$ cat src/rtl/wb_stage_pkg.sv
// wb_stage_pkg: shared CPU pipeline constants for retire-slot and bypass records.
package wb_stage_pkg;
  localparam int SLOT_BUS_W = 71;
  localparam int FWD_BUS_W = 38;
  localparam int SLOT_V = 70;
  localparam int SLOT_WE = 69;
  localparam int SLOT_DEST_LO = 64;
  localparam int SLOT_PC_LO = 32;
  localparam int SLOT_RES_LO = 0;
  typedef enum logic {P0 = 1'b0, P1 = 1'b1} phase_t;
endpackage

$ cat src/rtl/wb_slot_decode.sv
// wb_slot_decode: unpacks one retire-slot record and computes its register-file write enable.
module wb_slot_decode
  import wb_stage_pkg::*;
(
  input  logic                  ws_valid,
  input  logic [SLOT_BUS_W-1:0] slot,
  output logic                  valid,
  output logic [4:0]            dest,
  output logic [31:0]           pc,
  output logic [31:0]           result,
  output logic                  wen
);
  assign valid = slot[SLOT_V];
  assign dest = slot[SLOT_DEST_LO +: 5];
  assign pc = slot[SLOT_PC_LO +: 32];
  assign result = slot[SLOT_RES_LO +: 32];
  assign wen = ws_valid & valid & slot[SLOT_WE] & (dest != 5'd0);
endmodule

$ cat src/rtl/wb_stage.sv
// wb_stage: dual-slot writeback stage; DEBUG_TRACE_EN serialises retirement into two phases
// so the single-port retire trace can report each slot.
module wb_stage
  import wb_stage_pkg::*;
#(
  parameter int SLOT_BUS_W = wb_stage_pkg::SLOT_BUS_W
) (
  input  logic                      clk,
  input  logic                      reset,
  input  logic                      ms_to_ws_valid,
  output logic                      ws_allowin,
  input  logic [2*SLOT_BUS_W-1:0]   ms_to_ws_bus,
  output logic                      we_01,
  output logic [4:0]                waddr_01,
  output logic [31:0]               wdata_01,
  output logic                      we_02,
  output logic [4:0]                waddr_02,
  output logic [31:0]               wdata_02,
  output logic [2*FWD_BUS_W-1:0]    ws_fwd_bus,
  output logic [31:0]               debug_wb_pc,
  output logic [3:0]                debug_wb_rf_wen,
  output logic [4:0]                debug_wb_rf_wnum,
  output logic [31:0]               debug_wb_rf_wdata
);
  logic ws_valid;
  logic ws_ready_go;
  logic [2*SLOT_BUS_W-1:0] ws_bus;
  logic [1:0] sv;
  logic [1:0] wen;
  logic [4:0] dest [2];
  logic [31:0] pc [2];
  logic [31:0] result [2];
  logic [1:0] act;
  logic done0;
  logic collide;
  for (genvar i = 0; i < 2; i++) begin : g_slot
    wb_slot_decode u_dec (
      .ws_valid(ws_valid),
      .slot(ws_bus[i*SLOT_BUS_W +: SLOT_BUS_W]),
      .valid(sv[i]),
      .dest(dest[i]),
      .pc(pc[i]),
      .result(result[i]),
      .wen(wen[i])
    );
  end
  assign ws_allowin = !ws_valid | ws_ready_go;
  always_ff @(posedge clk) begin
    if (reset) ws_valid <= 1'b0;
    else if (ws_allowin) ws_valid <= ms_to_ws_valid;
    if (ms_to_ws_valid & ws_allowin) ws_bus <= ms_to_ws_bus;
  end
  // same-cycle writes to one register: the younger slot wins
  assign collide = act[0] & act[1] & wen[0] & wen[1] & (dest[0] == dest[1]);
  assign we_01 = act[0] & wen[0] & !collide;
  assign waddr_01 = dest[0];
  assign wdata_01 = result[0];
  assign we_02 = act[1] & wen[1];
  assign waddr_02 = dest[1];
  assign wdata_02 = result[1];
  assign ws_fwd_bus = {wen[1], dest[1], result[1], wen[0] & !done0, dest[0], result[0]};
`ifdef DEBUG_TRACE_EN
  phase_t phase, phase_nx;
  logic dual;
  logic ts;
  assign dual = sv[0] & sv[1];
  always_ff @(posedge clk) phase <= reset ? P0 : phase_nx;
  always_comb begin
    phase_nx = phase;
    ws_ready_go = 1'b1;
    act = 2'b01;
    done0 = 1'b0;
    if (phase == P1) begin
      act = 2'b10;
      done0 = 1'b1;
      phase_nx = P0;
    end else begin
      act = (sv == 2'b10) ? 2'b10 : 2'b01;
      ws_ready_go = !dual;
      phase_nx = (ws_valid & dual) ? P1 : P0;
    end
  end
  assign ts = act[1];
  assign debug_wb_pc = ws_valid ? pc[ts] : '0;
  assign debug_wb_rf_wen = {4{wen[ts]}};
  assign debug_wb_rf_wnum = ws_valid ? dest[ts] : '0;
  assign debug_wb_rf_wdata = ws_valid ? result[ts] : '0;
`else
  logic unused_fields;
  assign unused_fields = ^{pc[0], pc[1], sv};
  assign ws_ready_go = 1'b1;
  assign act = 2'b11;
  assign done0 = 1'b0;
  assign debug_wb_pc = '0;
  assign debug_wb_rf_wen = '0;
  assign debug_wb_rf_wnum = '0;
  assign debug_wb_rf_wdata = '0;
`endif
endmodule

$ cat config.mk
export PLATFORM = sky130hd
export DESIGN_NAME = wb_stage
export DESIGN_NICKNAME = d
export VERILOG_FILES = /design/src/rtl/wb_stage_pkg.sv /design/src/rtl/wb_slot_decode.sv /design/src/rtl/wb_stage.sv
export SDC_FILE = /design/constraint.sdc
export NUM_CORES = 1
export LEC_CHECK = 0
export BUFFER_PORTS_ARGS = -buffer_cell sky130_fd_sc_hd__buf_4
export CAP_MARGIN = 20
export CORE_AREA = 2 2 144 146
export DETAILED_ROUTE_END_ITERATION = 8
export DIE_AREA = 0 0 146 148
export PLACE_DENSITY_LB_ADDON = 0.08
export SLEW_MARGIN = 20
export SYNTH_ARGS = -nofsm -noshare
export SYNTH_HDL_FRONTEND = slang
export SYNTH_SLANG_ARGS = --single-unit
$ cat constraint.sdc
create_clock -name clk -period 1.1 [get_ports clk]
set_clock_uncertainty 0.05 [all_clocks]
set_input_delay 0.055 -clock clk [delete_from_list [all_inputs] [get_ports clk]]
set_output_delay 0.055 -clock clk [all_outputs]
set_load 0.01 [all_outputs]
* Word level (Yosys, flattened, before mapping) *
Index checks and enable logic that the tools add are counted.

storage, ports and cells
  bits in registers = 143
  memories = 0
  input port bits = 145
  word-level logic and storage cells = 15
  RAM bits = 0
  bits in read-only memories = 0
  output and inout bits = 226
  latch bits = 0

operators by class
  divide/modulo/power cells = 0
  reduce and logical (&&, ||, !) cells = 3
  mux-type cells = 0
  order comparisons = 0
  $mul = 0
  shifts and indexed selects = 0
  bitwise logic cells = 9
  equality and inequality tests = 1
  add/subtract/negate cells = 0

operator list
  cell                 count
  5-bit nonzero test   2
  1-bit bitwise AND    9
  5-bit equality test  1
  1-bit zero test      1

* Longest topological paths before layout *
Gate-level depths: netlist of run 1.

  depth after elaboration = 7
  gate-level depth with buffers = 3
  depth with buffers taken out = 3

* Hierarchy *
Synthesis of run 1 repeated with hierarchy kept, for this count alone.

unflattened totals
  cell total of the unflattened synthesis = 451
  area, all modules = 6575.1 sq um

modules (own cells, without submodules)
  module          sequential area each (sq um)  cells an instance  instances  area each (sq um)
  wb_stage        4284.1                        303                1          5476.5
  wb_slot_decode  0.0                           74                 2          549.3

* Worst setup path after synthesis of run 1 *
No wires, ideal clock.

  path type = register -> output
  from = register ws_bus[138]
  to = output we_01
  data arrival time = 969 ps
  slack = 26 ps
  data required time = 995 ps
  stages on the path, launching flop included = 4
  path through = edfxtp_1 xor2_1 nor4_2 a21boi_1

between the ends
  longest elaborated chain between the ends = 6

RTL lines
  element                 line                  source
  start, declared         wb_stage.sv:27        logic [2*SLOT_BUS_W-1:0] ws_bus;
  start signal, assigned  wb_stage.sv:51        if (ms_to_ws_valid & ws_allowin) ws_bus <= ms_to_ws_bus;
  5-bit nonzero test      wb_slot_decode.sv:17  assign wen = ws_valid & valid & slot[SLOT_WE] & (dest != 5'd0);
  1-bit bitwise AND       wb_slot_decode.sv:17
  1-bit bitwise AND       wb_stage.sv:54        assign collide = act[0] & act[1] & wen[0] & wen[1] & (dest[0] == dest[1]);
  1-bit bitwise AND *     wb_stage.sv:54
  1-bit zero test *       wb_stage.sv:55        assign we_01 = act[0] & wen[0] & !collide;
  1-bit bitwise AND *     wb_stage.sv:55
  end, declared           wb_stage.sv:13        output logic we_01,

Every way passes the cells marked *; elsewhere a longest branch is shown, timed or not.

* Worst setup path in the final report of run 1 *
Same ends and word-level chain as after synthesis.

==> results of run 1 <==
## per-layer routing
metal  routed length [um]  part of all wire, %  global-route usage, %
met1                 3414                   38                  9.234
met2                 4521                   50                  13.47
met3                  871                  9.7                  2.623
met4                  208                  2.3                  4.660
met5                    0                    0                      0
## repair_timing
action                                  4_1_cts  5_1_grt
gates resized for setup                      23       11
endpoints found under the setup margin       24       28
endpoints found under the hold margin        79        0
setup buffers                                 1        4
pin swaps                                     1        1
hold buffers                                 79        0
## power by group
part | switching, mW | total, mW | internal (mW)
clock network | 1.27 | 3.27 | 1.99
logic | 0.680 | 1.67 | 0.991
registers | 0.165 | 3.75 | 3.58
total | 2.12 | 8.68 | 6.57
## Yosys cell counts
cell type | number | area (um2)
buf_4 | 224 | 1682
edfxtp_1 | 78 | 2342
xor2_1 | 5 | 43.79
a21oi_1 | 2 | 10.01
conb_1 | 2 | 7.510
nand3_1 | 2 | 10.01
nor2_1 | 2 | 7.510
nor3_1 | 2 | 10.01
a211oi_1 | 1 | 7.510
a21boi_1 | 1 | 7.510
dfxtp_1 | 1 | 20.02
nor2b_1 | 1 | 6.260
nor4_2 | 1 | 12.51
## worst max-delay path, delay by kind of cell (launching register included)
family | cells | cell delay, ns
xor gates and xnor gates | 1 | 0.19
and+or+nand+nor | 1 | 0.26
buffers and inverters | 1 | 0.15
AOI/OAI and AO/OA | 1 | 0.09
DFF | 1 | 0.43
## sequential cells by signal, summed over array words and instances (netlist names)
register  flops
ws_bus       78
ws_valid      1
## final cells by class
type                       count  area, um2
timing repair buffer         327       2806
fill                        2011      13820
clock buffer                   9      225.2
clock inverter                 6      92.59
sequential                    79       2362
tap                          270      337.8
multi-input combinational     91      395.4
## cells in the final DEF (no fill, tap or decap), types with 3 or more instances in the layout
cell type	instances
buf_4	214
edfxtp_1	78
dlygate4sd3_1	79
buf_12	3
xor2_1	5
conb_1	74
clkbuf_16	9
buf_6	31
## cell families after synthesis
logic type	after synthesis
other cells	2
buf+inv	224
xor+xnor	5
compound gates	4
flops	79
simple gates	8
## worst max path at each step
stage,start,endpoint,slack (ns),depth (start not counted)
3_5_place_dp,ws_bus[138]$_DFFE_PP_,we_01,-0.13,4
2_1_floorplan,ws_bus[138]$_DFFE_PP_,we_01,0.03,3
3_3_place_gp,ws_bus[138]$_DFFE_PP_,we_01,-0.12,4
5_1_grt,ws_bus[138]$_DFFE_PP_,we_01,-0.56,4
4_1_cts,ws_bus[139]$_DFFE_PP_,we_01,-0.49,4
6_report,ws_bus[138]$_DFFE_PP_,we_01,-0.46,4
## stage by stage
step	area (um2)	setup TNS, ns	utilization, %	power, mW	worst slack, ns
after global placement	4977	-0.1273	24.84	5.205	-0.1239
final	6220	-2.596	31.04	8.684	-0.4600
after floorplan	4437	0	-	4.908	0.02600
after CTS	6171	-3.124	30.79	8.860	-0.4936
after global routing	6220	-4.056	31.04	9.117	-0.5579
after detailed placement	4977	-0.1535	24.84	5.190	-0.1320
==> summary.md, run 1 <==
| Metric | Value |
|---|---|
| Final GP Congestion | `0.6754` |
| GR Overflow Total | `0` |
| Num CTS Buffers | `9` |
| Post-Synthesis Cells | `322` |
| Residual DRC | `0` |
| Core area | `0.02004 mm2` |
| Simple-Gate Fraction of Synth Area | `1.111%` |
| TritonRoute pass-1 iters | `4` |
| CP max FO | `3` |
| Die X | `146 um` |
| Crit path DAT | `1.46 ns` |
| Setup violations, final | `22` |
| Failing checks | `setup timing` |
| Mean post-synth cell area | `12.94 um2` |
| Peak supply drop | `0.6392 mV` |
| WL final | `9.015 mm` |
| Antenna violations before repair | `0` |
| Setup crit end kind | `output port` |
| Die ar. | `0.02161 mm2` |
| Clk sinks | `79` |
| Share of cells above drive strength 1 | `51.76%` |
| Final #Nets | `653` |
| Antenna Nets Post-Route | `0` |
| Worst Hold Class | `input pin to flop` |
| Post-synthesis mux area share | `0%` |
| DP Cell Count | `686` |
| Compound-cell area share of the yosys netlist | `0.6006%` |
| Final hold violations | `0` |
| HP Start | `ms_to_ws_valid` |
| Xor/xnor share of the synthesized area | `1.051%` |
| Startpoint Class | `flop` |
| Synth Cell Area | `0.004166 mm2` |
| Clk root buf | `clkbuf_16` |
| Register area share after synthesis | `56.70%` |
| GRT Util Overall | `8.117%` |
| Power per cell area | `1396 mW/mm2` |
| Hold endpoint | `ws_bus[15]$_DFFE_PP_` |
| Number of synthesized register bits | `79` |
| Routed vias | `2466` |
| Layout Cells excl Fill | `782` |
| Min Tclk post-route | `1.560 ns` |
| Antenna Cells | `0` |
| Max Freq | `641.0 MHz` |
| Period utilization | `141.8%` |
| Largest family of logic cells by synthesized area | `buffers and inverters` |
| First-pass GRT wire length | `13.05 mm` |
| Number of global-route vias before repair | `2479` |
| Reg clk slew, reported paths | `0.06 ns` |
| Max-cap violations | `0` |
| Status | `complete, but fails checks` |
| Final worst setup slack | `-0.4600 ns` |
| Starting Density | `20.79%` |
| Max Slew Vio Count | `0` |
| Mean routed wirelength per cell | `11.53 um` |
| Die Y | `148 um` |
| CP Cell Sequence | `xor2_1 -> nor4_2 -> a21boi_1 -> buf_4` |
| Post-detail-place hpwl | `6.847 mm` |
| Netlist cell types | `13` |
| Hold_ws | `0.1024 ns` |
| Number of H-tree levels | `3` |
| Post-Synth Adder-Cell Area | `0%` |
| Row cnt | `52` |
| IO Pins | `371` |
| Largest net degree at the start of global routing | `34` |
| Yosys warnings | `0` |
| Worst Setup Path Type | `flop to output port` |
| CP max stage delay | `0.43 ns` |
| DR iter-0 viols | `32` |
| CTS tree | `built` |
| Hold path depth | `2` |
| Layout area overhead | `49.28%` |
| RSZ-0062 raised after global routing | `true` |
| Crit path required time | `1.00 ns` |
| Static leakage | `2.778 nW` |
| Clock Tree Buf Depth | `2` |
| Vias per inst | `3.153` |
| Crit-path slowest cell | `edfxtp_1` |
| Buffers added on ports | `232` |
(Power assumes the default switching activity.)
==> run 2: changes to the inputs <==
RECOVER_POWER = 100   (was not set)
==> run 2 against run 1 <==
Compared with the run above:
- core utilization fell by 2.2 points
- the flow still finishes with violations (setup timing)
- routed wire length fell by 1.4%
- final cell count did not move
==> summary.md, run 2 (synthesized netlist as in run 1, its figures left out) <==
| Metric | Value |
|---|---|
| Top Registers | `ws_bus (78), ws_valid (1) (unchanged)` |
| Clk root buf | `clkbuf_16 (unchanged)` |
| Top sig layer | `met4 (unchanged)` |
| Residual DRC | `0 (unchanged)` |
| Reg clk slew, reported paths | `0.06 ns (about the same)` |
| Worst Hold Class | `input pin to flop (unchanged)` |
| Post-detail-place hpwl | `6.847 mm (unchanged)` |
| Core area | `0.02004 mm2 (unchanged)` |
| Routed length on met1 | `3.339 mm (was 3.414 mm)` |
| RSZ-0062 raised after global routing | `true (unchanged)` |
| Worst Setup Path Type | `flop to output port (unchanged)` |
| Worst slew pin tran | `0.7620 ns` |
| Static leakage | `2.366 nW (was 2.778 nW)` |
| Startpoint Class | `flop (unchanged)` |
| IO Pins | `371 (unchanged)` |
| Row cnt | `52 (unchanged)` |
| Placed instance area | `0.004977 mm2 (unchanged)` |
| Final #Nets | `653 (unchanged)` |
| Fillers | `2127 (was 2011)` |
| Most flops, register | `ws_bus (unchanged)` |
| First-pass GRT wire length | `13.05 mm (unchanged)` |
| Reg area | `0.002362 mm2 (unchanged)` |
| Max reg flops | `78 (unchanged)` |
| WL final | `8.886 mm (was 9.015 mm)` |
| DR iter-0 viols | `46 (was 32)` |
| Clock Tree Buf Depth | `2 (unchanged)` |
| Antenna Nets Post-Route | `0 (unchanged)` |
| Core Util, Final | `28.81% (was 31.04%)` |
| Area of the multi-input gates | `395.4 um2 (unchanged)` |
| Die X | `146 um (unchanged)` |
| Setup violations, final | `22 (unchanged)` |
| Antenna Cells | `0 (unchanged)` |
| Peak supply drop | `0.6395 mV (was 0.6392 mV)` |
| Period utilization | `141.8% (about the same)` |
| Rel. slew slack | `49.20%` |
| CTS tree | `built (unchanged)` |
| Leading cell type in the layout, fill and taps excluded | `clkbuf_1 (was buf_4)` |
| Status | `complete, but fails checks (unchanged)` |
| Max Freq | `640.9 MHz (was 641.0 MHz)` |
| Crit path DAT | `1.46 ns (about the same)` |
| Power per cell area | `1454 mW/mm2 (was 1396 mW/mm2)` |
| Share of cells above drive strength 1 | `31.64% (was 51.76%)` |
| Final worst setup slack | `-0.4603 ns (was -0.4600 ns)` |
| Die Y | `148 um (unchanged)` |
| Number of H-tree levels | `3 (unchanged)` |
| CP max FO | `3 (unchanged)` |
| Buffers added on ports | `232 (unchanged)` |
| Starting Density | `20.79% (unchanged)` |
| Final GP Congestion | `0.6754 (unchanged)` |
| Hold path depth | `2 (unchanged)` |
| Antenna violations before repair | `0 (unchanged)` |
| GR Overflow Total | `0 (unchanged)` |
| Setup crit end kind | `output port (unchanged)` |
| Fin area | `0.005773 mm2 (was 0.006220 mm2)` |
| Clk sinks | `79 (unchanged)` |
| Routed met2 length | `4.478 mm (was 4.521 mm)` |
| TritonRoute pass-1 iters | `4 (unchanged)` |
| Num CTS Buffers | `9 (unchanged)` |
| Largest net degree at the start of global routing | `34 (unchanged)` |
| Routed vias | `2476 (was 2466)` |
| Failing checks | `setup timing (unchanged)` |
| WL met3 | `859 um (was 871 um)` |
| Setup WS pre-CTS | `-0.1320 ns (unchanged)` |
| Most frequent cells in the layout | `clkbuf_1 (103), clkbuf_4 (88), dlygate4sd3_1 (79) (was buf_4 (214), dlygate4sd3_1 (79), edfxtp_1 (78))` |
| Min Tclk post-route | `1.560 ns (about the same)` |
| Number of global-route vias before repair | `2479 (unchanged)` |
| Mean routed wirelength per cell | `11.36 um (was 11.53 um)` |
| GRT Util Overall | `8.117% (unchanged)` |
| Final hold violations | `0 (unchanged)` |
| Crit path required time | `1.00 ns (about the same)` |
| Die ar. | `0.02161 mm2 (unchanged)` |
| Max-cap violations | `0 (unchanged)` |
| Vias per inst | `3.166 (was 3.153)` |
| Layout area overhead | `38.56% (was 49.28%)` |
| Max Slew Vio Count | `0 (unchanged)` |
[run 2: cell count changes in the layout (fill, tap and decap cells not counted)]
cell / change
buf_2: +1
buf_12: -3
clkbuf_2: +8
clkbuf_4: +88
buf_4: -197
clkbuf_1: +103
[run 2: what timing repair did]
action	4_1_cts	5_1_grt
setup buffers	1	4
pin swaps	1	1
gates resized for setup	23	11
gates cloned	0	0
endpoints found under the setup margin	24	28
endpoints found under the hold margin	79	0
hold buffers	79	0
[run 2: worst max-delay path: stages, from the launching register on]
cell and delay, ns:
edfxtp_1 0.43, xor2_1 0.19, nor4_2 0.26, a21boi_1 0.09, buf_4 0.15
[run 2: per-layer routing]
| layer | vias to the layer above | track usage [%] |
|---|---|---|
| met5 | - | 0 |
| met4 | 0 | 4.660 |
| met3 | 15 | 2.623 |
| met2 | 203 | 13.47 |
| met1 | 1123 | 9.234 |
| li1 | 1135 | - |
[run 2: power by group]
part	switching [mW]	internal, mW	leakage [nW]
clock	1.27	1.99	0.149
combinational	0.672	0.718	1.45
sequential	0.156	3.58	0.772
[run 2: final timing paths]
kind / start / endpoint / slack (ns)
worst min-delay path: ms_to_ws_valid / ws_bus[15]$_DFFE_PP_ / 0.34
worst max-delay path: ws_bus[138]$_DFFE_PP_ / we_01 / -0.46
[run 2: area by class of cell]
| type | count | area share, % |
|---|---|---|
| sequential | 79 | 40.92 |
| timing repair buffer | 327 | 40.88 |
| multi-input combinational | 91 | 6.849 |
| tap | 270 | 5.852 |
| clock buffer | 9 | 3.901 |
| clock inverter | 6 | 1.604 |
[run 2: through the flow]
| step | power, mW | hold slack (ns) | cells | setup TNS, ns |
|---|---|---|---|---|
| after floorplan | 4.908 | 0.07661 | 394 | 0 |
| after global placement | 5.205 | 0.1645 | 686 | -0.1273 |
| after detailed placement | 5.190 | 0.1647 | 686 | -0.1535 |
| after CTS | 8.860 | 0.09538 | 780 | -3.124 |
| after global routing | 8.832 | 0.3813 | 782 | -4.056 |
| final | 8.391 | 0.3399 | 782 | -2.600 |
